File: src/rtl/fp_divider.sv
// ----------------------------------------------------------------------------
// fp_divider : sequential IEEE-754 single-precision divider, x3 = x1 / x2.
//
// A radix-2 restoring mantissa divider produces one quotient bit per clock.
// Denormal operands are flushed to zero; results use the same exception and
// flag encodings as the combinational FP32 multiplier in the ALU datapath.
//
// Ports
//   clk        in   rising-edge clock
//   rst        in   synchronous active-high reset
//   start      in   launch request, sampled only while busy = 0
//   x1, x2     in   dividend / divisor (FP32)
//   busy       out  operation in progress
//   done       out  one-cycle pulse, x3 and flags valid
//   x3         out  quotient (FP32)
//   Exception  out  an operand has exponent 255
//   DivByZero  out  divisor exponent is 0
//   Overflow   out  result exponent >= 255
//   Underflow  out  result exponent <= 0
// ----------------------------------------------------------------------------
module fp_divider (
    input  logic        clk,
    input  logic        rst,
    input  logic        start,
    input  logic [31:0] x1,
    input  logic [31:0] x2,
    output logic        busy,
    output logic        done,
    output logic [31:0] x3,
    output logic        Exception,
    output logic        DivByZero,
    output logic        Overflow,
    output logic        Underflow
);

    localparam logic [1:0] IDLE  = 2'd0;
    localparam logic [1:0] DIV   = 2'd1;
    localparam logic [1:0] ROUND = 2'd2;

    // Special-case code latched at acceptance; SP_NONE means iterate.
    localparam logic [1:0] SP_NONE = 2'd0;
    localparam logic [1:0] SP_EXC  = 2'd1;
    localparam logic [1:0] SP_DBZ  = 2'd2;
    localparam logic [1:0] SP_ZERO = 2'd3;

    // Round to nearest, ties to even. Bit 23 of the result is the carry out
    // of the 23-bit mantissa, which bumps the exponent.
    function automatic logic [23:0] round_rne(input logic [22:0] m,
                                              input logic guard,
                                              input logic sticky);
        logic inc;
        inc = guard & (sticky | m[0]);
        return {1'b0, m} + {23'd0, inc};
    endfunction

    // Control state (reset)
    logic [1:0]  state_q, state_d;
    logic [4:0]  cnt_q, cnt_d;
    logic        done_q, done_d;
    logic [31:0] x3_q, x3_d;
    logic        exc_q, exc_d, dbz_q, dbz_d, ovf_q, ovf_d, unf_q, unf_d;

    // Datapath state (no reset)
    logic        sign_q, sign_d;
    logic [7:0]  e1_q, e1_d, e2_q, e2_d;
    logic [23:0] b_q, b_d;
    logic [24:0] r_q, r_d;
    logic [25:0] quo_q, quo_d;
    logic [1:0]  sp_q, sp_d;

    // Normalisation / rounding intermediates
    logic               qbit;
    logic [24:0]        r_sub;
    logic [22:0]        m_pre;
    logic               guard, sticky;
    logic signed [9:0]  exp_pre, exp_fin;
    logic [23:0]        m_rnd;

    always_comb begin
        // Restoring step: compare, conditionally subtract, shift.
        qbit  = (r_q >= {1'b0, b_q});
        r_sub = qbit ? (r_q - {1'b0, b_q}) : r_q;

        // Quotient lies in (0.5, 2); Q[25] tells which side of 1 it is on.
        if (quo_q[25]) begin
            m_pre   = quo_q[24:2];
            guard   = quo_q[1];
            sticky  = quo_q[0] | (|r_q);
            exp_pre = $signed({2'b00, e1_q}) - $signed({2'b00, e2_q}) + 10'sd127;
        end else begin
            m_pre   = quo_q[23:1];
            guard   = quo_q[0];
            sticky  = |r_q;
            exp_pre = $signed({2'b00, e1_q}) - $signed({2'b00, e2_q}) + 10'sd126;
        end
        m_rnd   = round_rne(m_pre, guard, sticky);
        exp_fin = exp_pre + (m_rnd[23] ? 10'sd1 : 10'sd0);
    end

    always_comb begin
        state_d = state_q;
        cnt_d   = cnt_q;
        done_d  = 1'b0;
        x3_d    = x3_q;
        exc_d   = exc_q;
        dbz_d   = dbz_q;
        ovf_d   = ovf_q;
        unf_d   = unf_q;
        sign_d  = sign_q;
        e1_d    = e1_q;
        e2_d    = e2_q;
        b_d     = b_q;
        r_d     = r_q;
        quo_d   = quo_q;
        sp_d    = sp_q;

        case (state_q)
            IDLE: begin
                if (start) begin
                    sign_d = x1[31] ^ x2[31];
                    e1_d   = x1[30:23];
                    e2_d   = x2[30:23];
                    b_d    = {1'b1, x2[22:0]};
                    r_d    = {2'b01, x1[22:0]};
                    quo_d  = 26'd0;
                    cnt_d  = 5'd0;
                    exc_d  = 1'b0;
                    dbz_d  = 1'b0;
                    ovf_d  = 1'b0;
                    unf_d  = 1'b0;
                    if (x1[30:23] == 8'hFF || x2[30:23] == 8'hFF) sp_d = SP_EXC;
                    else if (x2[30:23] == 8'h00)                  sp_d = SP_DBZ;
                    else if (x1[30:23] == 8'h00)                  sp_d = SP_ZERO;
                    else                                          sp_d = SP_NONE;
                    state_d = (sp_d == SP_NONE) ? DIV : ROUND;
                end
            end
            DIV: begin
                // r_sub < B < 2^24, so bit 24 is always clear before the shift.
                r_d   = {r_sub[23:0], 1'b0};
                quo_d = {quo_q[24:0], qbit};
                cnt_d = cnt_q + 5'd1;
                if (cnt_q == 5'd25) state_d = ROUND;
            end
            ROUND: begin
                done_d  = 1'b1;
                state_d = IDLE;
                case (sp_q)
                    SP_EXC:  begin x3_d = {sign_q, 8'hFF, 23'd0}; exc_d = 1'b1; end
                    SP_DBZ:  begin x3_d = {sign_q, 8'hFF, 23'd0}; dbz_d = 1'b1; end
                    SP_ZERO: x3_d = {sign_q, 31'd0};
                    default: begin
                        if (exp_fin >= 10'sd255) begin
                            x3_d  = {sign_q, 8'hFF, 23'd0};
                            ovf_d = 1'b1;
                        end else if (exp_fin <= 10'sd0) begin
                            x3_d  = {sign_q, 31'd0};
                            unf_d = 1'b1;
                        end else begin
                            x3_d = {sign_q, exp_fin[7:0], m_rnd[22:0]};
                        end
                    end
                endcase
            end
            default: state_d = IDLE;
        endcase
    end

    always_ff @(posedge clk) begin
        if (rst) begin
            state_q <= IDLE;
            cnt_q   <= 5'd0;
            done_q  <= 1'b0;
            x3_q    <= 32'd0;
            exc_q   <= 1'b0;
            dbz_q   <= 1'b0;
            ovf_q   <= 1'b0;
            unf_q   <= 1'b0;
        end else begin
            state_q <= state_d;
            cnt_q   <= cnt_d;
            done_q  <= done_d;
            x3_q    <= x3_d;
            exc_q   <= exc_d;
            dbz_q   <= dbz_d;
            ovf_q   <= ovf_d;
            unf_q   <= unf_d;
        end
    end

    always_ff @(posedge clk) begin
        sign_q <= sign_d;
        e1_q   <= e1_d;
        e2_q   <= e2_d;
        b_q    <= b_d;
        r_q    <= r_d;
        quo_q  <= quo_d;
        sp_q   <= sp_d;
    end

    assign busy      = (state_q != IDLE);
    assign done      = done_q;
    assign x3        = x3_q;
    assign Exception = exc_q;
    assign DivByZero = dbz_q;
    assign Overflow  = ovf_q;
    assign Underflow = unf_q;

endmodule

File: config.mk
export PLATFORM = sky130hd
export DESIGN_NAME = fp_divider
export DESIGN_NICKNAME = d
export VERILOG_FILES = /design/src/rtl/fp_divider.sv
export SDC_FILE = /design/constraint.sdc
export NUM_CORES = 1
export LEC_CHECK = 0
export ABC_AREA = 1
export CORE_ASPECT_RATIO = 1.75
export CORE_MARGIN = 8
export CORE_UTILIZATION = 57
export DETAILED_ROUTE_END_ITERATION = 10
export PLACE_DENSITY = 0.81
export RECOVER_POWER = 25
export SETUP_SLACK_MARGIN = 0.2
export SLEW_MARGIN = 15
export SYNTH_ARGS = -nofsm -noshare
export SYNTH_HDL_FRONTEND = slang
export SYNTH_SLANG_ARGS = --single-unit
File: constraint.sdc
create_clock -name clk -period 4.2 [get_ports clk]
set_input_delay 0.42 -clock clk [delete_from_list [all_inputs] [get_ports clk]]
set_output_delay 0.42 -clock clk [all_outputs]
set_load 0.05 [all_outputs]
After elaboration in Yosys (flattened, before gate mapping)
Cells that the tools add are included.
- $lt $le $gt $ge: 3
- multiplexer cells: 37
- reductions and logical operators: 18
- bitwise logic cells: 4
- add/sub/neg operators: 7
- equality and inequality tests: 16
- operator list (kind ; number):
    $mux 31 ; 2
    $pmux 31 s2 ; 1
    $pmux 26 s2 ; 1
    $pmux 25 s2 ; 1
    $mux 26 ; 1
    $ge 25x24->1 ; 1
    $mux 25 ; 1
    $reduce_or 25->1 ; 1
    $add 23x1->24 ; 1
    $mux 24 ; 1
    $sub 24x24->24 ; 1
    $mux 23 ; 1
    $add 9x8->10 const B ; 2
    $eq 8x8->1 const B ; 2
    $logic_not 8->1 ; 2
    $mux 2 ; 8
    $ne 2x2->1 const B ; 8
    $mux 1 ; 12
    $add 10x2->10 ; 1
    $ge 10x9->1 const B ; 1
    $le 10x1->1 const B ; 1
    $mux 10 ; 1
    $pmux 5 s2 ; 1
    $sub 8x8->9 ; 1
    other kinds (19) ; 32
- input port bits: 67
- output and inout bits: 38
- bits in registers: 137

Depth between registers and ports, before layout
Gate-level depths: netlist (run 1).
- depth after elaboration: 13
- gate-level depth with buffers: 36
- depth with buffers taken out: 34

Worst setup path after synthesis (run 1)
OpenSTA, ideal clock, no wires.
- path kind: register to register
- start point: reg quo_q[25]
- end point: reg x3_q[10], in the netlist x3[10]
- library setup time: 132 ps
- path slack: 444 ps
- required time: 4068 ps
- cell stages (with the launch flop): 31
- data arrival time: 3624 ps
- cells stage by stage: edfxtp_1 > buf_6 > buf_8 > o21ai_2 > nand2_2 > nor2_4 > nand2_1 > nor2_2 > nand2_2 > nor2_4 > nand4_2 > or2_1 > nor2_2 > nand3_1 > nor3_2 > nand4_1 > nor2_1 > ha_1 > ha_1 > nand2_1 > nor2_1 > nand3_2 > nor2_2 > nand2_1 > nand2_1 > nand2_1 > nor2_1 > nor2_4 > buf_4 > nand4_1 > a21oi_1
- longest elaborated chain between the ends: 10
- elaborated cells on any way between the ends: 14
- ends and longest elaborated chain (what ; RTL line ; text):
    from (decl) ; 68 ; logic [25:0] quo_q, quo_d;
    from (signal assigned) ; 197 ; quo_q <= quo_d;
    $mux 1 or $mux 23 (tied branches) ; 85 ; if (quo_q[25]) begin
    $or 1x1->1 ; 52 ; inc = guard & (sticky | m[0]);
    $and 1x1->1 ; 52 ;
    $add 23x1->24 ; 53 ; return {1'b0, m} + {23'd0, inc};
    $mux 1 ; 97 ; exp_fin = exp_pre + (m_rnd[23] ? 10'sd1 : 10'sd0);
    $add 10x2->10 ; 97 ;
    $le 10x1->1 ; 156 ; end else if (exp_fin <= 10'sd0) begin
    $mux 31 ; 156 ;
    $mux 31 (*) ; 153 ; if (exp_fin >= 10'sd255) begin
    $pmux 31 s2 (*) ; 148 ; case (sp_q)
    to (signal assigned) ; 174 ; x3_q <= 32'd0;
    to (signal assigned) ; 183 ; x3_q <= x3_d;
    to (decl) ; 60 ; logic [31:0] x3_q, x3_d;
Mark *: on every way between the ends. The rest lies on a longest branch, timed or not.
A chain may end at the register's enable or synchronous reset.

Final worst setup path (run 1)
- start point: reg quo_q[25]
- end point: reg x3_q[8], in the netlist x3[8]
Same word-level chain as after synthesis.

==> results.sh, run 1 <==
export IMPL_outcome="complete, no violations"
export IMPL_diodes=0
export IMPL_fill_cells=1057
export IMPL_regToRegEndpoint="x3[8]"
export IMPL_arrival_ps=4510
export IMPL_reg2reg_depth=31
export IMPL_clock_latency_ps=430
export IMPL_setup_violations=0
export IMPL_drv_cap=0
export IMPL_num_vias=7968
export IMPL_synth_seq_area_share_pct=42.84
export IMPL_cp_data_required_time_ps=4550
export IMPL_tightestPinTransition_ps=1120
export IMPL_synth_top_area_share_pct=32.57
export IMPL_initial_utilization_pct=58.08
export IMPL_track_usage_pct=22.06
export IMPL_drc=0
export IMPL_ys_top_cells_by_area="edfxtp_1, nand2_1, dfxtp_1"
export IMPL_final_min_clock_period_ps=4163
export IMPL_coreArea_um2=14760
export IMPL_antenna_found_initial=0
export IMPL_finalMaxSlewViolations=0
export IMPL_cts_htree_levels=4
export IMPL_yosys_area_top_type="edfxtp_1"
export IMPL_slowest_delay_ps=440
export IMPL_grt_pass1_vias=7668
export IMPL_endpoint_kind="register"
export IMPL_synth_avg_cell_area_um2=7.831
export IMPL_finalNetCount=1344
export IMPL_synth_nets=1205
export IMPL_syn_to_final_growth_pct=26.97
export IMPL_critPathLaunchType="register"
export IMPL_synth_seq_cells=137
export IMPL_die_area_um2=19380
export IMPL_ys_types=49
export IMPL_dp_hpwl_mm=15.41
export IMPL_maxSlewHeadroom_pct=25.24
export IMPL_port_buffers=104
export IMPL_postSynthCellCount=1095
export IMPL_yosysMostFrequentCell="nand2_1"
export IMPL_synthArstFlopShare_pct=0
export IMPL_synth_edf_count=93
export IMPL_syn_area_um2=8574
export IMPL_routedWlPerCell_um=15.34
export IMPL_clock_skew_ps=12.25
export IMPL_min_to="Underflow"
export IMPL_p_per_area_nw_per_um2=428.4
export IMPL_cts_tree="built"
export IMPL_fin_crit_sh_pct=99.13
export IMPL_fp_dieW_um=108.7
export IMPL_routabilityCongestion=0.9061
export IMPL_rrSetupSlack_ps=40
export IMPL_ys_flop_type="edfxtp_1"
export IMPL_max_freq_mhz=240.2
export IMPL_drt_iter0_markers=344
export IMPL_power_leakage_nw=4.706
export IMPL_wl_mm=21.93
export IMPL_finalHoldViolCount=0
export IMPL_cts_root_buf="clkbuf_16"
export IMPL_pre_cts_ws_ps=-54.30
export IMPL_rsz0062_at_grt="yes"
export IMPL_cts_made_buffers=17
export IMPL_drive_gt1_share_pct=12.83
export IMPL_ir_worst_vdd_v=0.0003272
export IMPL_route_antenna_remaining_nets=0
export IMPL_final_core_util_pct=73.74
export IMPL_io_pin_count=105
export IMPL_netlist_top_cells_count="nand2_1, inv_1, nor2_1"
export IMPL_hold_start="Underflow"
export IMPL_crit_type="register to register"
export IMPL_clk_path_buf_depth=2
export IMPL_finalSetupTns_ps=0
export IMPL_finalWorstSetupSlack_ps=36.59
export IMPL_hold_path_class="register to register"
export IMPL_overflow=0
export IMPL_crit_path_max_fanout=11
export IMPL_die_y_um=178.3
export IMPL_cts_sinks=137
export IMPL_r2r_start="quo_q[25]"
export IMPL_cpMaxStageDelayCell="edfxtp_1"
export IMPL_hold_depth=2
export IMPL_clk_pin_slew_ps=60
export IMPL_vias_per_cell=5.572
export IMPL_rows=59
export IMPL_grt_max_degree=54
export IMPL_grt_pass1_wl_mm=34.30
export IMPL_power_mw=4.664
export IMPL_ys_warn_count=0
export IMPL_dr_pass1_iters=5
-- flip-flops by register name, summed over array words and instances (netlist names) --
| name | count |
|---|---|
| e1_q | 8 |
| state_q | 2 |
| cnt_q | 5 |
| Overflow | 1 |
| e2_q | 8 |
| sign_q | 1 |
| x3 | 32 |
| Underflow | 1 |
| quo_q | 26 |
| DivByZero | 1 |
| sp_q | 2 |
| done | 1 |
| Exception | 1 |
| r_q | 25 |
| b_q | 23 |
-- timing repair --
item | in CTS | in global routing
endpoints found under the setup margin | 31 | 33
hold buffers | 0 | 0
resized for setup | 4 | 48
pin swaps | 1 | 29
gates cloned | 1 | 5
setup buffers | 2 | 9
-- report_power, final --
part / internal (mW) / switching, mW / leakage, nW
combinational: 0.579 / 0.968 / 3.17
clock: 0.826 / 0.623 / 0.266
sequential: 1.60 / 0.0693 / 1.27
total: 3.00 / 1.66 / 4.71
-- metal layers --
| layer | global-route usage [%] | vias up | wire (um) |
|---|---|---|---|
| met1 | 23.21 | 3659 | 8100 |
| met2 | 40.11 | 289 | 11810 |
| met4 | 11.99 | 0 | 991 |
| met5 | 0 | - | 0 |
| met3 | 3.907 | 81 | 1030 |
| li1 | - | 3939 | - |
-- cell families after synthesis --
family                     after synthesis  synth area share [%]
buffers and inverters                  205                 9.733
adders and majority gates               43                 6.362
AOI/OAI and AO/OA                      184                 11.56
and+or+nand+nor                        489                 25.73
xor gates and xnor gates                37                 3.779
DFF                                    137                 42.84
-- layout make-up --
cell class / instances / area [um2] / share of cell area (%)
Clock buffer: 17 / 425.4 / 3.908
Clock inverter: 15 / 145.1 / 1.333
Inverter: 172 / 646.9 / 5.942
Multi-Input combinational cell: 755 / 4270 / 39.23
Sequential cell: 137 / 3674 / 33.74
Tap cell: 183 / 229.0 / 2.103
Timing Repair Buffer: 151 / 1496 / 13.75
-- cell usage in the layout, fill, tap and decap left out, types with 20 or more instances in the layout --
cell / count
nand2_1: 232
inv_1: 157
edfxtp_1: 93
nor2_1: 88
a21oi_1: 84
o21ai_0: 68
clkdlybuf4s50_1: 64
nand4_1: 49
dfxtp_1: 44
nand3_1: 40
ha_1: 40
dlygate4sd3_1: 40
buf_4: 34
nand2_2: 21
xor2_1: 20
clkbuf_16: 20
-- how the worst max path moves through the flow --
stage	from	depth (start not counted)	end	slack, ps
2_1_floorplan	quo_q[25]	30	x3[10]	440
3_3_place_gp	quo_q[25]	28	x3[19]	90
5_1_grt	quo_q[25]	31	x3[8]	-200
3_5_place_dp	quo_q[25]	27	x3[23]	-50
4_1_cts	quo_q[25]	30	x3[16]	160
6_report	quo_q[25]	31	x3[8]	40
-- worst max-delay path: cells and delay by family (launching register included) --
kind                       cells  cell delay, ps
AOI/OAI and AO/OA              2             320
DFF                            1             440
adders and majority gates      2             390
and+or+nand+nor               23            2370
buffers and inverters          4             510
-- per-stage QoR --
stage,hold slack [ps],cells,instance area [um2]
floorplan,436.2,1095,8574
CTS,454.8,1416,10530
detailed placement,445.5,1381,9910
global placement,441.1,1381,9910
global route,479.3,1430,10890
finish,460.0,1430,10890
Note: power is estimated with default switching activity, not from simulation.
==> run 2, diff against run 1 <==
- CORE_UTILIZATION: 57 -> 58
- CTS_BUF_LIST: not set -> sky130_fd_sc_hd__clkbuf_4 sky130_fd_sc_hd__clkbuf_8
- PLACE_DENSITY: 0.81 -> 0.83
==> run 2 against run 1 <==
Effect of this change:
- the run now ends with capacitance limit, slew limit, setup timing left
- sequential power about the same
- first-iteration DRC count increased by 31%
- sequential share of layout area increased by 0.25 points
- combinational power about the same
- global-route usage increased by 1.6 points
- critical path depth increased by 1
- core utilization decreased by 0.17 points
- count of clock-buffer cells in the layout unchanged
- non-clock buffer count increased by 13
- critical endpoint is now x3[3]
==> results.sh, run 2 (synthesis gave the netlist of run 1 again) <==
export IMPL_cp_data_required_time_ps=4540
export IMPL_violations="capacitance limit, slew limit, setup timing"
export IMPL_rsz0062_at_grt="yes"
export IMPL_hold_path_class="register to register"
export IMPL_initial_utilization_pct=58.37
export IMPL_io_pin_count=105
export IMPL_cts_sinks=137
export IMPL_diodes=0
export IMPL_finalMaxSlewViolations=47
export IMPL_die_area_um2=19080
export IMPL_wl_mm=22.65
export IMPL_switching_share_pct=38.62
export IMPL_ir_worst_vdd_v=0.0002543
export IMPL_rrSetupSlack_ps=-110
export IMPL_drive_gt1_share_pct=14.44
export IMPL_max_freq_mhz=232.0
export IMPL_dr_pass1_iters=4
export IMPL_drc=0
export IMPL_hold_depth=2
export IMPL_combinationalPowerShare_pct=37.0
export IMPL_coreArea_um2=14690
export IMPL_die_y_um=176.8
export IMPL_clk_path_buf_depth=2
export IMPL_num_vias=8058
export IMPL_cts_htree_levels=4
export IMPL_mostFrequentLayoutCell="nand2_1"
export IMPL_power_leakage_nw=4.704
export IMPL_cpMaxStageDelayCell="edfxtp_1"
export IMPL_fin_crit_sh_pct=102.6
export IMPL_p_per_area_nw_per_um2=394.6
export IMPL_arrival_ps=4650
export IMPL_intPower_mw=2.617
export IMPL_setup_violations=26
export IMPL_cts_tree="built"
export IMPL_drv_cap=1
export IMPL_route_antenna_remaining_nets=0
export IMPL_rows=59
export IMPL_r2r_start="quo_q[25]"
export IMPL_finalWorstSetupSlack_ps=-109.9
export IMPL_finalSetupTns_ps=-1329
export IMPL_crit_type="register to register"
export IMPL_seqPwrFrac_pct=39.1
export IMPL_overflow=0
export IMPL_critPathLaunchType="register"
export IMPL_finalHoldViolCount=0
export IMPL_vias_per_cell=5.584
export IMPL_slowest_delay_ps=480
export IMPL_routabilityCongestion=0.9267
export IMPL_grt_max_degree=58
export IMPL_clock_latency_ps=460
export IMPL_maxSlewHeadroom_pct=-73.97
export IMPL_clock_skew_ps=12.50
export IMPL_grt_pass1_vias=8092
export IMPL_cts_made_buffers=17
export IMPL_final_cell_mix="nand2_1, inv_1, edfxtp_1, nor2_1, a21oi_1"
export IMPL_regToRegEndpoint="x3[3]"
export IMPL_ctsHoldBuffers=0
export IMPL_hold_start="Overflow"
export IMPL_endpoint_kind="register"
export IMPL_power_switching_mw=1.647
export IMPL_finalNetCount=1357
export IMPL_grt_pass1_wl_mm=36.16
export IMPL_drt_iter0_markers=452
export IMPL_min_to="Overflow"
export IMPL_antenna_found_initial=0
export IMPL_crit_path_max_fanout=6
export IMPL_syn_to_final_growth_pct=26.05
export IMPL_reg2reg_depth=32
export IMPL_routedWlPerCell_um=15.70
export IMPL_final_min_clock_period_ps=4310
export IMPL_tightestPinTransition_ps=2610
export IMPL_dp_hpwl_mm=15.43
export IMPL_track_usage_pct=23.63
export IMPL_pre_cts_ws_ps=-86.70
export IMPL_crit_path_frequent_cell="nand2_1"
export IMPL_cts_root_buf="clkbuf_8"
export IMPL_clk_pin_slew_ps=90
export IMPL_power_share_clock_pct=23.9
export IMPL_largest_reg_flops=32
export IMPL_port_buffers=104
export IMPL_fp_dieW_um=107.9
export IMPL_outcome="finished with violations"
export IMPL_final_core_util_pct=73.57
[run 2: changes by cell type in the layout (fill, tap and decap cells not counted), moves of 6 or more]
| cell | delta |
|---|---|
| buf_4 | +11 |
| buf_6 | +6 |
| clkbuf_16 | -20 |
| clkbuf_8 | +17 |
[run 2: worst max-delay path, delay by kind of cell (launching register included)]
family / cells / cell delay [ps]
and+or+nand+nor: 24 / 2600
AOI/OAI and AO/OA: 2 / 220
buffers and inverters: 4 / 490
DFF: 1 / 480
adders and majority gates: 2 / 400
[run 2: worst max-delay path by stage]
| stage | startpoint | end | slack, ps | cells past startpoint |
|---|---|---|---|---|
| floorplan | quo_q[25] | x3[10] | 440 | 30 |
| global placement | quo_q[25] | x3[18] | 80 | 27 |
| detailed placement | quo_q[25] | x3[7] | -90 | 28 |
| CTS | quo_q[25] | x3[3] | 190 | 32 |
| global route | quo_q[25] | x3[3] | -380 | 31 |
| finish | quo_q[25] | x3[3] | -110 | 32 |
[run 2: per-layer routing]
layer / routed length [um] / GRT usage (%) / up-vias
li1: - / - / 3955
met5: 0 / 0 / -
met4: 1054 / 12.91 / 0
met1: 7996 / 22.11 / 3718
met2: 12410 / 45.53 / 293
met3: 1192 / 4.850 / 92
[run 2: through the flow]
| stage | instance area (um2) | total power, mW | cells | hold WS [ps] |
|---|---|---|---|---|
| after floorplan | 8574 | 2.685 | 1095 | 436.2 |
| after global placement | 9859 | 3.009 | 1376 | 439.7 |
| after global routing | 10810 | 4.511 | 1443 | 485.2 |
| final | 10810 | 4.264 | 1443 | 455.5 |
| after detailed placement | 9859 | 3.040 | 1376 | 441.9 |
| after CTS | 10620 | 4.189 | 1436 | 454.0 |
[run 2: power by group through the flow]
stage	Sequential, mW	Combinational [mW]	Clock [mW]
3_5_place_dp	1.69	1.35	0
4_1_cts	1.66	1.50	1.03
3_3_place_gp	1.69	1.32	0
2_1_floorplan	1.70	0.983	0
6_report	1.67	1.58	1.02
5_1_grt	1.68	1.74	1.09
[run 2: timing repair]
| action | in CTS | in global routing |
|---|---|---|
| cloned | 4 | 1 |
| endpoints found under the setup margin | 31 | 33 |
| buffers inserted | 24 | 6 |
| pin swaps | 16 | 28 |
| resized for setup | 40 | 38 |
[run 2: layout make-up]
cell class              count  area (um2)
well taps                 183       229.0
multi-input cells         755        4310
flip-flops and latches    137        3674
clock buffers              17       234.0
fillers                  1079        3882
repair buffers            164        1582
inverters                 172       649.4
clock inverters            15       130.1
==> run 3, diff against run 2 <==
==> constraint.sdc (replaced) <==
create_clock -name clk -period 4.2 [get_ports clk]
set_input_delay 1.26 -clock clk [delete_from_list [all_inputs] [get_ports clk]]
set_output_delay 1.26 -clock clk [all_outputs]
set_load 0.05 [all_outputs]
==> run 3 against run 2 <==
Effect of this change:
- the flow finishes with violations (setup timing)
- via count increased by 2.7%
- count of clock-buffer cells in the layout increased by 1
- register-to-register slack got worse by 180 ps
- non-clock buffer count increased by 6
- combinational power increased by 5%
- global-route usage about the same
- critical path type unchanged
- highest routed layer unchanged
==> results.sh, run 3 (synthesis gave the netlist of run 1 again) <==
export IMPL_drive_gt1_share_pct=15.17
export IMPL_dr_pass1_iters=5
export IMPL_clk_path_buf_depth=2
export IMPL_slowest_delay_ps=450
export IMPL_tightestPinTransition_ps=984.0
export IMPL_critPathLaunchType="register"
export IMPL_layout_cells_non_filler=1449
export IMPL_finalSetupTns_ps=-7591
export IMPL_initial_utilization_pct=58.37
export IMPL_route_met2_wl_mm=12.96
export IMPL_violations="setup timing"
export IMPL_fp_dieW_um=107.9
export IMPL_ir_worst_vdd_v=0.0003011
export IMPL_fin_crit_sh_pct=107.0
export IMPL_port_buffers=104
export IMPL_endpoint_kind="register"
export IMPL_die_area_um2=19080
export IMPL_rows=59
export IMPL_wl_mm=23.80
export IMPL_rsz0062_at_grt="yes"
export IMPL_combinationalPowerShare_pct=37.7
export IMPL_outcome="finished with violations"
export IMPL_cts_made_buffers=17
export IMPL_power_mw=4.406
export IMPL_coreArea_um2=14690
export IMPL_power_switching_mw=1.638
export IMPL_grt_max_degree=47
export IMPL_seqPwrFrac_pct=37.8
export IMPL_power_share_clock_pct=24.5
export IMPL_grt_pass1_vias=8051
export IMPL_io_pin_count=105
export IMPL_ctsHoldBuffers=0
export IMPL_cts_htree_levels=4
export IMPL_finalHoldViolCount=0
export IMPL_wl_met1_mm=8.441
export IMPL_hold_ws_ps=463.4
export IMPL_fill_cells=1003
export IMPL_final_cell_mix="nand2_1, inv_1, edfxtp_1, nor2_1, a21oi_1"
export IMPL_final_min_clock_period_ps=4494
export IMPL_diodes=0
export IMPL_cts_tree="built"
export IMPL_max_freq_mhz=222.5
export IMPL_clock_latency_ps=440
export IMPL_track_usage_pct=23.67
export IMPL_antenna_found_initial=0
export IMPL_multi_input_area_um2=4370
export IMPL_clk_pin_slew_ps=80
export IMPL_finalWorstSetupSlack_ps=-294.2
export IMPL_finalNetCount=1363
export IMPL_pre_cts_ws_ps=-251.3
export IMPL_final_core_util_pct=74.81
export IMPL_vias_per_cell=5.712
export IMPL_routedWlPerCell_um=16.43
export IMPL_overflow=0
export IMPL_clock_skew_ps=15.96
export IMPL_fin_area_um2=10990
export IMPL_route_antenna_remaining_nets=0
export IMPL_rrSetupSlack_ps=-290
export IMPL_crit_type="register to register"
export IMPL_power_leakage_nw=4.791
export IMPL_arrival_ps=4850
export IMPL_cts_root_buf="clkbuf_8"
export IMPL_p_per_area_nw_per_um2=400.9
export IMPL_mostFrequentLayoutCell="nand2_1"
export IMPL_crit_path_max_fanout=6
export IMPL_cts_sinks=137
export IMPL_drt_iter0_markers=595
export IMPL_cp_data_required_time_ps=4550
export IMPL_crit_path_frequent_cell="nor2_4"
export IMPL_intPower_mw=2.768
export IMPL_switching_share_pct=37.17
export IMPL_dr_wl_met3_mm=1.345
export IMPL_setup_violations=33
export IMPL_num_vias=8276
export IMPL_drv_cap=0
export IMPL_routabilityCongestion=0.8954
export IMPL_cpMaxStageDelayCell="edfxtp_1"
export IMPL_maxSlewHeadroom_pct=34.24
export IMPL_grt_pass1_wl_mm=36.41
export IMPL_dp_hpwl_mm=15.47
export IMPL_place_area_um2=9912
export IMPL_syn_to_final_growth_pct=28.18
export IMPL_highest_layer="met4"
export IMPL_finalMaxSlewViolations=0
export IMPL_seqCellArea_um2=3674
export IMPL_hold_path_class="register to register"
export IMPL_largest_reg_flops=32
export IMPL_drc=0
export IMPL_die_y_um=176.8
export IMPL_place_inst=1378
## run 3: routing by layer
metal,up-vias,global-route usage [%]
li1,3969,-
met1,3832,24.05
met2,392,44.99
met3,83,3.428
met4,0,11.81
met5,-,0
## run 3: worst paths after layout
check	from	endpoint	cells past startpoint
hold / removal	Underflow	Underflow	2
hold reg to reg	Underflow	Underflow	2
setup / recovery	quo_q[25]	x3[1]	32
setup reg to reg	quo_q[25]	x3[1]	32
## run 3: worst max-delay path, delay by kind of cell, from the launching register on
kind,cells,cell delay [ps]
buf+inv,5,560
flops,1,450
simple gates,24,2860
compound gates,2,350
fa+ha+maj,1,180
## run 3: timing repair
item	CTS	global route
pin swaps	4	48
gates cloned	4	2
setup endpoints to repair	32	33
buffers inserted	24	9
gates resized for setup	24	54
## run 3: layout make-up
class | instances | area share (%)
clock inverters | 14 | 1.355
clock buffers | 18 | 2.197
inverters | 172 | 5.886
flip-flops and latches | 137 | 33.42
well taps | 183 | 2.083
repair buffers | 170 | 15.29
multi-input cells | 755 | 39.77
## run 3: power by group through the flow
| stage | Clock [mW] | Sequential, mW | Combinational, mW |
|---|---|---|---|
| final | 1.08 | 1.66 | 1.66 |
| after global routing | 1.16 | 1.68 | 1.82 |
| after CTS | 1.10 | 1.66 | 1.48 |
| after detailed placement | 0 | 1.70 | 1.37 |
| after global placement | 0 | 1.69 | 1.34 |
| after floorplan | 0 | 1.70 | 0.983 |
